[src/rtl/ddr5_dfi_write_sequencer_if.sv]
// Request/write-data handshakes and the 1:4 DFI write-path bus of ddr5_dfi_write_sequencer.
// master = upstream requester / PHY side, slave = the sequencer.
interface ddr5_dfi_write_sequencer_if #(
  parameter int unsigned pDRAM_SIZE = 4,
  parameter int unsigned pNUM_RANK  = 2
);
  localparam int unsigned RankW = (pNUM_RANK > 1) ? $clog2(pNUM_RANK) : 1;
  localparam int unsigned DataW = 2 * pDRAM_SIZE;
  localparam int unsigned MaskW = pDRAM_SIZE / 4;

  logic                   req_valid_i;
  logic                   req_ready_o;
  logic [RankW-1:0]       req_rank_i;
  logic [13:0]            req_ca0_i;
  logic [13:0]            req_ca1_i;
  logic                   wdata_valid_i;
  logic                   wdata_ready_o;
  logic [4*DataW-1:0]     wdata_i;
  logic [4*MaskW-1:0]     wmask_i;

  logic [pNUM_RANK-1:0]   dfi_cs_n_p0, dfi_cs_n_p1, dfi_cs_n_p2, dfi_cs_n_p3;
  logic [pNUM_RANK-1:0]   dfi_reset_n_p0, dfi_reset_n_p1, dfi_reset_n_p2, dfi_reset_n_p3;
  logic [13:0]            dfi_address_p0, dfi_address_p1, dfi_address_p2, dfi_address_p3;
  logic                   dfi_wrdata_en_p0, dfi_wrdata_en_p1, dfi_wrdata_en_p2, dfi_wrdata_en_p3;
  logic [DataW-1:0]       dfi_wrdata_p0, dfi_wrdata_p1, dfi_wrdata_p2, dfi_wrdata_p3;
  logic [MaskW-1:0]       dfi_wrdata_mask_p0, dfi_wrdata_mask_p1;
  logic [MaskW-1:0]       dfi_wrdata_mask_p2, dfi_wrdata_mask_p3;

  modport master (
    output req_valid_i, req_rank_i, req_ca0_i, req_ca1_i, wdata_valid_i, wdata_i, wmask_i,
    input  req_ready_o, wdata_ready_o,
    input  dfi_cs_n_p0, dfi_cs_n_p1, dfi_cs_n_p2, dfi_cs_n_p3,
    input  dfi_reset_n_p0, dfi_reset_n_p1, dfi_reset_n_p2, dfi_reset_n_p3,
    input  dfi_address_p0, dfi_address_p1, dfi_address_p2, dfi_address_p3,
    input  dfi_wrdata_en_p0, dfi_wrdata_en_p1, dfi_wrdata_en_p2, dfi_wrdata_en_p3,
    input  dfi_wrdata_p0, dfi_wrdata_p1, dfi_wrdata_p2, dfi_wrdata_p3,
    input  dfi_wrdata_mask_p0, dfi_wrdata_mask_p1, dfi_wrdata_mask_p2, dfi_wrdata_mask_p3
  );

  modport slave (
    input  req_valid_i, req_rank_i, req_ca0_i, req_ca1_i, wdata_valid_i, wdata_i, wmask_i,
    output req_ready_o, wdata_ready_o,
    output dfi_cs_n_p0, dfi_cs_n_p1, dfi_cs_n_p2, dfi_cs_n_p3,
    output dfi_reset_n_p0, dfi_reset_n_p1, dfi_reset_n_p2, dfi_reset_n_p3,
    output dfi_address_p0, dfi_address_p1, dfi_address_p2, dfi_address_p3,
    output dfi_wrdata_en_p0, dfi_wrdata_en_p1, dfi_wrdata_en_p2, dfi_wrdata_en_p3,
    output dfi_wrdata_p0, dfi_wrdata_p1, dfi_wrdata_p2, dfi_wrdata_p3,
    output dfi_wrdata_mask_p0, dfi_wrdata_mask_p1, dfi_wrdata_mask_p2, dfi_wrdata_mask_p3
  );
endinterface

[src/rtl/ddr5_dfi_write_sequencer.sv]
// DDR5 DFI 1:4 write-command sequencer with a write-data FIFO and registered DFI outputs.
// Define DDR5_SEQ_WR_CNT_EN to add a saturating completed-write counter on wr_count_o.
module ddr5_dfi_write_sequencer #(
  parameter int unsigned pDRAM_SIZE  = 4,
  parameter int unsigned pNUM_RANK   = 2,
  parameter int unsigned pWRLAT      = 4,
  parameter int unsigned pBURST_CYC  = 2,
  parameter int unsigned pFIFO_DEPTH = 4,
  parameter int unsigned pRESET_CYC  = 8
) (
  input  logic                       clk_i,
  input  logic                       rst_i,
  ddr5_dfi_write_sequencer_if.slave  seq_if,
`ifdef DDR5_SEQ_WR_CNT_EN
  output logic [15:0]                wr_count_o,
`endif
  output logic                       busy_o
);
  localparam int unsigned DataW = 2 * pDRAM_SIZE;
  localparam int unsigned MaskW = pDRAM_SIZE / 4;
  localparam int unsigned PtrW  = (pFIFO_DEPTH > 1) ? $clog2(pFIFO_DEPTH) : 1;
  localparam int unsigned CntW  = $clog2(pFIFO_DEPTH + 1);
  localparam int unsigned InitW = $clog2(pRESET_CYC + 1);
  localparam int unsigned WaitW = $clog2(pWRLAT + 1);
  localparam int unsigned BeatW = (pBURST_CYC > 1) ? $clog2(pBURST_CYC) : 1;
  localparam logic [13:0] CaNop = 14'h3FFF;

  typedef enum logic [2:0] {StInit, StIdle, StCmd, StWait, StData, StGap} state_e;

  state_e                        state_q;
  logic [InitW-1:0]              init_cnt_q;
  logic [WaitW-1:0]              wait_cnt_q;
  logic [BeatW-1:0]              beat_q;
  logic [3:0][pNUM_RANK-1:0]     cs_n_q, reset_n_q;
  logic [3:0][13:0]              addr_q;
  logic [3:0]                    wren_q;
  logic [3:0][DataW-1:0]         wrdata_q;
  logic [3:0][MaskW-1:0]         mask_q;

  logic [4*DataW-1:0]            fifo_data_q [pFIFO_DEPTH];
  logic [4*MaskW-1:0]            fifo_mask_q [pFIFO_DEPTH];
  logic [PtrW-1:0]               wr_ptr_q, rd_ptr_q;
  logic [CntW-1:0]               count_q;

  logic wdata_ready, req_ready, push, pop, req_fire, last_beat;

  assign wdata_ready = (state_q != StInit) && (count_q < CntW'(pFIFO_DEPTH));
  assign req_ready   = (state_q == StIdle) && (count_q >= CntW'(pBURST_CYC));
  assign push        = seq_if.wdata_valid_i && wdata_ready;
  assign req_fire    = seq_if.req_valid_i && req_ready;
  assign last_beat   = (beat_q == BeatW'(pBURST_CYC - 1));
  // Pop on the edge that enters each DATA clock so the popped beat is on the bus that clock.
  assign pop = ((state_q == StCmd) && (pWRLAT == 1)) ||
               ((state_q == StWait) && (wait_cnt_q == WaitW'(1))) ||
               ((state_q == StData) && !last_beat);

  function automatic logic [PtrW-1:0] ptr_inc(input logic [PtrW-1:0] p);
    return (p == PtrW'(pFIFO_DEPTH - 1)) ? '0 : p + PtrW'(1);
  endfunction

  always_ff @(posedge clk_i or negedge rst_i) begin
    if (!rst_i) begin
      state_q    <= StInit;
      init_cnt_q <= '0;
      wait_cnt_q <= '0;
      beat_q     <= '0;
      cs_n_q     <= '1;
      reset_n_q  <= '0;
      addr_q     <= '0;
      wren_q     <= '0;
      wrdata_q   <= '0;
      mask_q     <= '0;
    end else begin
      cs_n_q   <= '1;
      addr_q   <= {4{CaNop}};
      wren_q   <= '0;
      wrdata_q <= '0;
      mask_q   <= '0;
      if (pop) begin
        wren_q   <= '1;
        wrdata_q <= fifo_data_q[rd_ptr_q];
        mask_q   <= fifo_mask_q[rd_ptr_q];
      end
      unique case (state_q)
        StInit: begin
          if (init_cnt_q == InitW'(pRESET_CYC - 1)) begin
            reset_n_q <= '1;
            state_q   <= StIdle;
          end else begin
            init_cnt_q <= init_cnt_q + InitW'(1);
          end
        end
        StIdle: begin
          if (req_fire) begin
            cs_n_q[0] <= ~(pNUM_RANK'(1) << seq_if.req_rank_i);
            addr_q[0] <= seq_if.req_ca0_i;
            addr_q[1] <= seq_if.req_ca1_i;
            state_q   <= StCmd;
          end
        end
        StCmd: begin
          beat_q <= '0;
          if (pWRLAT == 1) begin
            state_q <= StData;
          end else begin
            wait_cnt_q <= WaitW'(pWRLAT - 1);
            state_q    <= StWait;
          end
        end
        StWait: begin
          wait_cnt_q <= wait_cnt_q - WaitW'(1);
          if (wait_cnt_q == WaitW'(1)) state_q <= StData;
        end
        StData: begin
          if (last_beat) state_q <= StGap;
          else           beat_q  <= beat_q + BeatW'(1);
        end
        StGap:   state_q <= StIdle;
        default: state_q <= StInit;
      endcase
    end
  end

  always_ff @(posedge clk_i or negedge rst_i) begin
    if (!rst_i) begin
      wr_ptr_q <= '0;
      rd_ptr_q <= '0;
      count_q  <= '0;
    end else begin
      if (push) wr_ptr_q <= ptr_inc(wr_ptr_q);
      if (pop)  rd_ptr_q <= ptr_inc(rd_ptr_q);
      count_q <= count_q + CntW'(push) - CntW'(pop);
    end
  end

  always_ff @(posedge clk_i) begin
    if (push) begin
      fifo_data_q[wr_ptr_q] <= seq_if.wdata_i;
      fifo_mask_q[wr_ptr_q] <= seq_if.wmask_i;
    end
  end

`ifdef DDR5_SEQ_WR_CNT_EN
  logic [15:0] wr_cnt_q;
  always_ff @(posedge clk_i or negedge rst_i) begin
    if (!rst_i) begin
      wr_cnt_q <= '0;
    end else if ((state_q == StData) && last_beat && (wr_cnt_q != 16'hFFFF)) begin
      wr_cnt_q <= wr_cnt_q + 16'd1;
    end
  end
  assign wr_count_o = wr_cnt_q;
`endif

  assign busy_o               = state_q inside {StCmd, StWait, StData, StGap};
  assign seq_if.req_ready_o   = req_ready;
  assign seq_if.wdata_ready_o = wdata_ready;

  assign seq_if.dfi_cs_n_p0        = cs_n_q[0];
  assign seq_if.dfi_cs_n_p1        = cs_n_q[1];
  assign seq_if.dfi_cs_n_p2        = cs_n_q[2];
  assign seq_if.dfi_cs_n_p3        = cs_n_q[3];
  assign seq_if.dfi_reset_n_p0     = reset_n_q[0];
  assign seq_if.dfi_reset_n_p1     = reset_n_q[1];
  assign seq_if.dfi_reset_n_p2     = reset_n_q[2];
  assign seq_if.dfi_reset_n_p3     = reset_n_q[3];
  assign seq_if.dfi_address_p0     = addr_q[0];
  assign seq_if.dfi_address_p1     = addr_q[1];
  assign seq_if.dfi_address_p2     = addr_q[2];
  assign seq_if.dfi_address_p3     = addr_q[3];
  assign seq_if.dfi_wrdata_en_p0   = wren_q[0];
  assign seq_if.dfi_wrdata_en_p1   = wren_q[1];
  assign seq_if.dfi_wrdata_en_p2   = wren_q[2];
  assign seq_if.dfi_wrdata_en_p3   = wren_q[3];
  assign seq_if.dfi_wrdata_p0      = wrdata_q[0];
  assign seq_if.dfi_wrdata_p1      = wrdata_q[1];
  assign seq_if.dfi_wrdata_p2      = wrdata_q[2];
  assign seq_if.dfi_wrdata_p3      = wrdata_q[3];
  assign seq_if.dfi_wrdata_mask_p0 = mask_q[0];
  assign seq_if.dfi_wrdata_mask_p1 = mask_q[1];
  assign seq_if.dfi_wrdata_mask_p2 = mask_q[2];
  assign seq_if.dfi_wrdata_mask_p3 = mask_q[3];
endmodule
[src/flat_wrapper.sv]
// flat-port wrapper written by rule: the top's interface ports become plain ports
module ddr5_dfi_write_sequencer_flat 
#(
  parameter int unsigned pDRAM_SIZE  = 4,
  parameter int unsigned pNUM_RANK   = 2,
  parameter int unsigned pWRLAT      = 4,
  parameter int unsigned pBURST_CYC  = 2,
  parameter int unsigned pFIFO_DEPTH = 4,
  parameter int unsigned pRESET_CYC  = 8
)
  (clk_i, rst_i, busy_o, seq_if_req_valid_i, seq_if_req_rank_i, seq_if_req_ca0_i, seq_if_req_ca1_i, seq_if_wdata_valid_i, seq_if_wdata_i, seq_if_wmask_i, seq_if_req_ready_o, seq_if_wdata_ready_o, seq_if_dfi_cs_n_p0, seq_if_dfi_cs_n_p1, seq_if_dfi_cs_n_p2, seq_if_dfi_cs_n_p3, seq_if_dfi_reset_n_p0, seq_if_dfi_reset_n_p1, seq_if_dfi_reset_n_p2, seq_if_dfi_reset_n_p3, seq_if_dfi_address_p0, seq_if_dfi_address_p1, seq_if_dfi_address_p2, seq_if_dfi_address_p3, seq_if_dfi_wrdata_en_p0, seq_if_dfi_wrdata_en_p1, seq_if_dfi_wrdata_en_p2, seq_if_dfi_wrdata_en_p3, seq_if_dfi_wrdata_p0, seq_if_dfi_wrdata_p1, seq_if_dfi_wrdata_p2, seq_if_dfi_wrdata_p3, seq_if_dfi_wrdata_mask_p0, seq_if_dfi_wrdata_mask_p1, seq_if_dfi_wrdata_mask_p2, seq_if_dfi_wrdata_mask_p3);
  ddr5_dfi_write_sequencer_if #(.pDRAM_SIZE(pDRAM_SIZE), .pNUM_RANK(pNUM_RANK)) seq_if_i ();
  input  logic clk_i;
  input  logic rst_i;
  output logic busy_o;
  input wire logic [$bits(seq_if_i.req_valid_i)-1:0] seq_if_req_valid_i;
  input wire logic [$bits(seq_if_i.req_rank_i)-1:0] seq_if_req_rank_i;
  input wire logic [$bits(seq_if_i.req_ca0_i)-1:0] seq_if_req_ca0_i;
  input wire logic [$bits(seq_if_i.req_ca1_i)-1:0] seq_if_req_ca1_i;
  input wire logic [$bits(seq_if_i.wdata_valid_i)-1:0] seq_if_wdata_valid_i;
  input wire logic [$bits(seq_if_i.wdata_i)-1:0] seq_if_wdata_i;
  input wire logic [$bits(seq_if_i.wmask_i)-1:0] seq_if_wmask_i;
  output wire logic [$bits(seq_if_i.req_ready_o)-1:0] seq_if_req_ready_o;
  output wire logic [$bits(seq_if_i.wdata_ready_o)-1:0] seq_if_wdata_ready_o;
  output wire logic [$bits(seq_if_i.dfi_cs_n_p0)-1:0] seq_if_dfi_cs_n_p0;
  output wire logic [$bits(seq_if_i.dfi_cs_n_p1)-1:0] seq_if_dfi_cs_n_p1;
  output wire logic [$bits(seq_if_i.dfi_cs_n_p2)-1:0] seq_if_dfi_cs_n_p2;
  output wire logic [$bits(seq_if_i.dfi_cs_n_p3)-1:0] seq_if_dfi_cs_n_p3;
  output wire logic [$bits(seq_if_i.dfi_reset_n_p0)-1:0] seq_if_dfi_reset_n_p0;
  output wire logic [$bits(seq_if_i.dfi_reset_n_p1)-1:0] seq_if_dfi_reset_n_p1;
  output wire logic [$bits(seq_if_i.dfi_reset_n_p2)-1:0] seq_if_dfi_reset_n_p2;
  output wire logic [$bits(seq_if_i.dfi_reset_n_p3)-1:0] seq_if_dfi_reset_n_p3;
  output wire logic [$bits(seq_if_i.dfi_address_p0)-1:0] seq_if_dfi_address_p0;
  output wire logic [$bits(seq_if_i.dfi_address_p1)-1:0] seq_if_dfi_address_p1;
  output wire logic [$bits(seq_if_i.dfi_address_p2)-1:0] seq_if_dfi_address_p2;
  output wire logic [$bits(seq_if_i.dfi_address_p3)-1:0] seq_if_dfi_address_p3;
  output wire logic [$bits(seq_if_i.dfi_wrdata_en_p0)-1:0] seq_if_dfi_wrdata_en_p0;
  output wire logic [$bits(seq_if_i.dfi_wrdata_en_p1)-1:0] seq_if_dfi_wrdata_en_p1;
  output wire logic [$bits(seq_if_i.dfi_wrdata_en_p2)-1:0] seq_if_dfi_wrdata_en_p2;
  output wire logic [$bits(seq_if_i.dfi_wrdata_en_p3)-1:0] seq_if_dfi_wrdata_en_p3;
  output wire logic [$bits(seq_if_i.dfi_wrdata_p0)-1:0] seq_if_dfi_wrdata_p0;
  output wire logic [$bits(seq_if_i.dfi_wrdata_p1)-1:0] seq_if_dfi_wrdata_p1;
  output wire logic [$bits(seq_if_i.dfi_wrdata_p2)-1:0] seq_if_dfi_wrdata_p2;
  output wire logic [$bits(seq_if_i.dfi_wrdata_p3)-1:0] seq_if_dfi_wrdata_p3;
  output wire logic [$bits(seq_if_i.dfi_wrdata_mask_p0)-1:0] seq_if_dfi_wrdata_mask_p0;
  output wire logic [$bits(seq_if_i.dfi_wrdata_mask_p1)-1:0] seq_if_dfi_wrdata_mask_p1;
  output wire logic [$bits(seq_if_i.dfi_wrdata_mask_p2)-1:0] seq_if_dfi_wrdata_mask_p2;
  output wire logic [$bits(seq_if_i.dfi_wrdata_mask_p3)-1:0] seq_if_dfi_wrdata_mask_p3;
  assign seq_if_i.req_valid_i = seq_if_req_valid_i;
  assign seq_if_i.req_rank_i = seq_if_req_rank_i;
  assign seq_if_i.req_ca0_i = seq_if_req_ca0_i;
  assign seq_if_i.req_ca1_i = seq_if_req_ca1_i;
  assign seq_if_i.wdata_valid_i = seq_if_wdata_valid_i;
  assign seq_if_i.wdata_i = seq_if_wdata_i;
  assign seq_if_i.wmask_i = seq_if_wmask_i;
  assign seq_if_req_ready_o = seq_if_i.req_ready_o;
  assign seq_if_wdata_ready_o = seq_if_i.wdata_ready_o;
  assign seq_if_dfi_cs_n_p0 = seq_if_i.dfi_cs_n_p0;
  assign seq_if_dfi_cs_n_p1 = seq_if_i.dfi_cs_n_p1;
  assign seq_if_dfi_cs_n_p2 = seq_if_i.dfi_cs_n_p2;
  assign seq_if_dfi_cs_n_p3 = seq_if_i.dfi_cs_n_p3;
  assign seq_if_dfi_reset_n_p0 = seq_if_i.dfi_reset_n_p0;
  assign seq_if_dfi_reset_n_p1 = seq_if_i.dfi_reset_n_p1;
  assign seq_if_dfi_reset_n_p2 = seq_if_i.dfi_reset_n_p2;
  assign seq_if_dfi_reset_n_p3 = seq_if_i.dfi_reset_n_p3;
  assign seq_if_dfi_address_p0 = seq_if_i.dfi_address_p0;
  assign seq_if_dfi_address_p1 = seq_if_i.dfi_address_p1;
  assign seq_if_dfi_address_p2 = seq_if_i.dfi_address_p2;
  assign seq_if_dfi_address_p3 = seq_if_i.dfi_address_p3;
  assign seq_if_dfi_wrdata_en_p0 = seq_if_i.dfi_wrdata_en_p0;
  assign seq_if_dfi_wrdata_en_p1 = seq_if_i.dfi_wrdata_en_p1;
  assign seq_if_dfi_wrdata_en_p2 = seq_if_i.dfi_wrdata_en_p2;
  assign seq_if_dfi_wrdata_en_p3 = seq_if_i.dfi_wrdata_en_p3;
  assign seq_if_dfi_wrdata_p0 = seq_if_i.dfi_wrdata_p0;
  assign seq_if_dfi_wrdata_p1 = seq_if_i.dfi_wrdata_p1;
  assign seq_if_dfi_wrdata_p2 = seq_if_i.dfi_wrdata_p2;
  assign seq_if_dfi_wrdata_p3 = seq_if_i.dfi_wrdata_p3;
  assign seq_if_dfi_wrdata_mask_p0 = seq_if_i.dfi_wrdata_mask_p0;
  assign seq_if_dfi_wrdata_mask_p1 = seq_if_i.dfi_wrdata_mask_p1;
  assign seq_if_dfi_wrdata_mask_p2 = seq_if_i.dfi_wrdata_mask_p2;
  assign seq_if_dfi_wrdata_mask_p3 = seq_if_i.dfi_wrdata_mask_p3;
  ddr5_dfi_write_sequencer #(.pDRAM_SIZE(pDRAM_SIZE), .pNUM_RANK(pNUM_RANK), .pWRLAT(pWRLAT), .pBURST_CYC(pBURST_CYC), .pFIFO_DEPTH(pFIFO_DEPTH), .pRESET_CYC(pRESET_CYC)) u_core (.clk_i(clk_i), .rst_i(rst_i), .seq_if(seq_if_i), .busy_o(busy_o));
endmodule
[config.mk]
export PLATFORM = sky130hd
export DESIGN_NAME = ddr5_dfi_write_sequencer_flat
export DESIGN_NICKNAME = d
export VERILOG_FILES = /design/src/rtl/ddr5_dfi_write_sequencer_if.sv /design/src/rtl/ddr5_dfi_write_sequencer.sv /design/src/flat_wrapper.sv
export SDC_FILE = /design/constraint.sdc
export NUM_CORES = 1
export LEC_CHECK = 0
export CORE_MARGIN = 2
export CORE_UTILIZATION = 53
export CTS_BUF_LIST = sky130_fd_sc_hd__clkbuf_4 sky130_fd_sc_hd__clkbuf_8
export DETAILED_ROUTE_END_ITERATION = 16
export GPL_TIMING_DRIVEN = 0
export PLACE_DENSITY = 0.84
export SLEW_MARGIN = 20
export SYNTH_ARGS = -nofsm -noshare
export SYNTH_HDL_FRONTEND = slang
export SYNTH_SLANG_ARGS = --single-unit
export TNS_END_PERCENT = 30
[constraint.sdc]
create_clock -name clk_i -period 3.5 [get_ports clk_i]
set_clock_uncertainty 0.15 [all_clocks]
set_input_delay 1.05 -clock clk_i [delete_from_list [all_inputs] [get_ports clk_i]]
set_output_delay 1.05 -clock clk_i [all_outputs]
set_load 0.01 [all_outputs]
==> flow_summary.toml <==
[run_status]
status = "finished, final reports clean"

[sta]
layout_setup_ws_ns = 0.229
tightest_slew_ns = 0.755
slew_headroom = 0.497
min_period_over_period = 0.934
min_period_ns = 3.27
drv_slew = 0
clock.fmax_ghz = 0.306
setup_viol = 0
grt_setup_unrepaired = "false"
final_hold_viol_count = 0

[critical_path]
crit_path_cell_trace = "buf_4 > clkdlybuf4s50_1"
cpMaxStageDelayCell = "dfrtp_1"
critical_path.max_stage_delay_ns = 0.83
r2r_setup_slack_ns = 0.38
worstPathRequired_ns = 2.30
cp-end-kind = "output pin"
path_max_fanout = 28
criticalPathCategory = "flop to output pin"
critPathLaunchType = "flop"
cp_data_arrival_time_ns = 2.07
reg2reg_from = "u_core.state_q[1]$_DFFE_PN0P_"
ff2ff_path_depth = 10
rr_endpoint = "u_core.count_q[2]$_DFF_PN0_"

[synthesis]
synthCells = 480
synth.distinct_cells = 40
synth_seq_cells = 231
synth.cell_area_sq_um = 8780
synth-edff-count = 144
async_flop_share = 0.377
synth-seq-area-share = 0.741
synth_area_per_cell_sq_um = 18.3
synth_ff_type = "edfxtp_1"
yosys_warnings = 0

[placed_design]
gp_congestion = 0.829
dp_hpwl_um = 11700
dp_cells = 888
place_ws_ns = 0.345
io_buffers = 177

[final_layout]
final_cell_mix = "clkdlybuf4s50_1, edfxtp_1, dfrtp_1"
layout.cells.non_filler = 950
final_common_cell = "clkdlybuf4s50_1"
nets = 786
drive_gt1_frac = 0.241
n_antenna_cell = 0
syn2layout_area_growth_pct = 33.1

[drt]
finalWirelength_um = 17300
dr.pass1.iters = 4
routedWlPerCell_um = 18.2
ant_nets = 0
drcViolationCount = 0
post_drt_via_cell_ratio = 5.01
drtIter0Drc = 268
vias = 4761

[floorplanning]
io_pins = 184
rows = 47
die_h_um = 133
die_area_sq_um = 17600
core_area_sq_um = 16400
fp.dieW_um = 133
initial_core_util = 0.535

[run]
max-cap-violations = 0

[global_routing]
gr-total-overflow = 0
track_usage = 0.204
antenna_found_initial = 0
grt_pass1_wl_um = 27100
grt_pass1_vias = 4971
grt_max_degree = 59

[pwr]
power_density_nw_per_um2 = 690
p_leak_nw = 4.39
ir_drop_uv = 457

[cts]
cts-htree-levels = 2
clk_pin_slew_ns = 0.07
clockBufferDepth = 3
cts_hold_buf = 0
cts_resized = 1
cts_tree = "done"
clk_latency_ns = 0.50
post_cts_buffers = 0
cts_num_sinks = 231
cts_root_buf = "clkbuf_8"
cts_made_buffers = 35

[hold_path]
hp-class = "input pin to async pin"
-- metrics by stage --
step / power (mW) / area (sq um) / hold slack, ns / setup TNS [ns] / utilization
2_1_floorplan: 5.00 / 8800 / 0.301 / 0 / -
3_3_place_gp: 5.78 / 10800 / 0.316 / -250.01 / 0.661
3_5_place_dp: 5.91 / 11000 / 0.344 / 0 / 0.668
4_1_cts: 8.18 / 11700 / 0.327 / 0 / 0.712
5_1_grt: 8.49 / 11700 / 0.354 / 0 / 0.712
6_report: 8.06 / 11700 / 0.356 / 0 / 0.712
-- per-layer routing --
layer	share of wire	global-route usage
met5	0	0
met4	0.018	0.0639
met3	0.071	0.0598
met1	0.38	0.241
met2	0.53	0.360
-- worst max-delay path by stage --
stage	startpoint	to	slack, ns	cells after the start
floorplan	seq_if_wdata_valid_i	u_core.fifo_data_q[3][0]$_DFFE_PP_	0.66	2
global placement	rst_i	u_core.seq_if.dfi_wrdata_p0[1]$_DFF_PN0_	-1.97	1
detailed placement	seq_if_wdata_valid_i	u_core.fifo_data_q[1][17]$_DFFE_PP_	0.34	4
CTS	u_core.seq_if.dfi_address_p2[0]$_DFF_PN0_	seq_if_dfi_address_p2[7]	0.18	2
global route	u_core.seq_if.dfi_address_p2[0]$_DFF_PN0_	seq_if_dfi_address_p2[9]	0.06	2
finish	u_core.seq_if.dfi_address_p2[0]$_DFF_PN0_	seq_if_dfi_address_p2[7]	0.23	2
-- worst max-delay path: cells and delay by family (launching register included) --
family	cells	cell delay, ns
flops	1	0.83
buf+inv	2	0.76
-- layout make-up --
cell class / count / area (sq um)
plain buffers: 64 / 448
clock buffers: 55 / 669
clock inverters: 7 / 58.8
fillers: 998 / 4720
inverters: 12 / 45.0
multi-input cells: 179 / 1810
flip-flops and latches: 231 / 6500
well taps: 220 / 275
repair buffers: 182 / 1880
-- registers in the layout, summed over array words and instances, names as in the netlist, 8 cells and up --
signal and count:
u_core.seq_if.dfi_wrdata_p0 8, u_core.seq_if.dfi_address_p1 14, u_core.seq_if.dfi_wrdata_p3 8, u_core.fifo_mask_q 16
u_core.seq_if.dfi_wrdata_p2 8, u_core.seq_if.dfi_wrdata_p1 8, u_core.seq_if.dfi_address_p0 14, u_core.fifo_data_q 128
-- power by group --
group,internal (mW),total (mW),switching [mW]
registers,3.37,3.54,0.173
clock network,1.29,2.23,0.945
logic,1.24,2.28,1.04
-- cells by family (layout without fill, tap and decap cells) --
| kind of cell | count (synthesis) | count (layout) | synth area share |
|---|---|---|---|
| DFF | 231 | 231 | 0.741 |
| and+or+nand+nor | 100 | 100 | 0.0709 |
| buffers and inverters | 76 | 320 | 0.0562 |
| muxes | 41 | 41 | 0.0988 |
| AOI/OAI and AO/OA | 16 | 16 | 0.0117 |
| adders and majority gates | 12 | 12 | 0.0180 |
| xor gates and xnor gates | 3 | 3 | 0.00299 |
| other | 1 | 7 | 0.000427 |
-- synthesized netlist by cell type (all sizes together), types with 2 or more instances --
master | instances | area, sq um
mux2 | 5 | 56.3
xnor2 | 3 | 26.3
buf | 57 | 422
nand2b | 5 | 31.3
nor3 | 3 | 26.3
nand2 | 4 | 15.0
dfstp | 2 | 52.6
and3b | 2 | 18.8
mux4 | 36 | 811
a21o | 2 | 15.0
inv | 12 | 45.0
nor2 | 9 | 33.8
or3b | 2 | 20.0
ha | 11 | 138
and2 | 4 | 25.0
nor2b | 38 | 238
edfxtp | 144 | 4320
nand3 | 2 | 10.0
a21oi | 3 | 15.0
dfrtp | 85 | 2130
clkbuf | 7 | 26.3
o21ai | 5 | 25.0
or3 | 29 | 183
(Power assumes the default switching activity.)
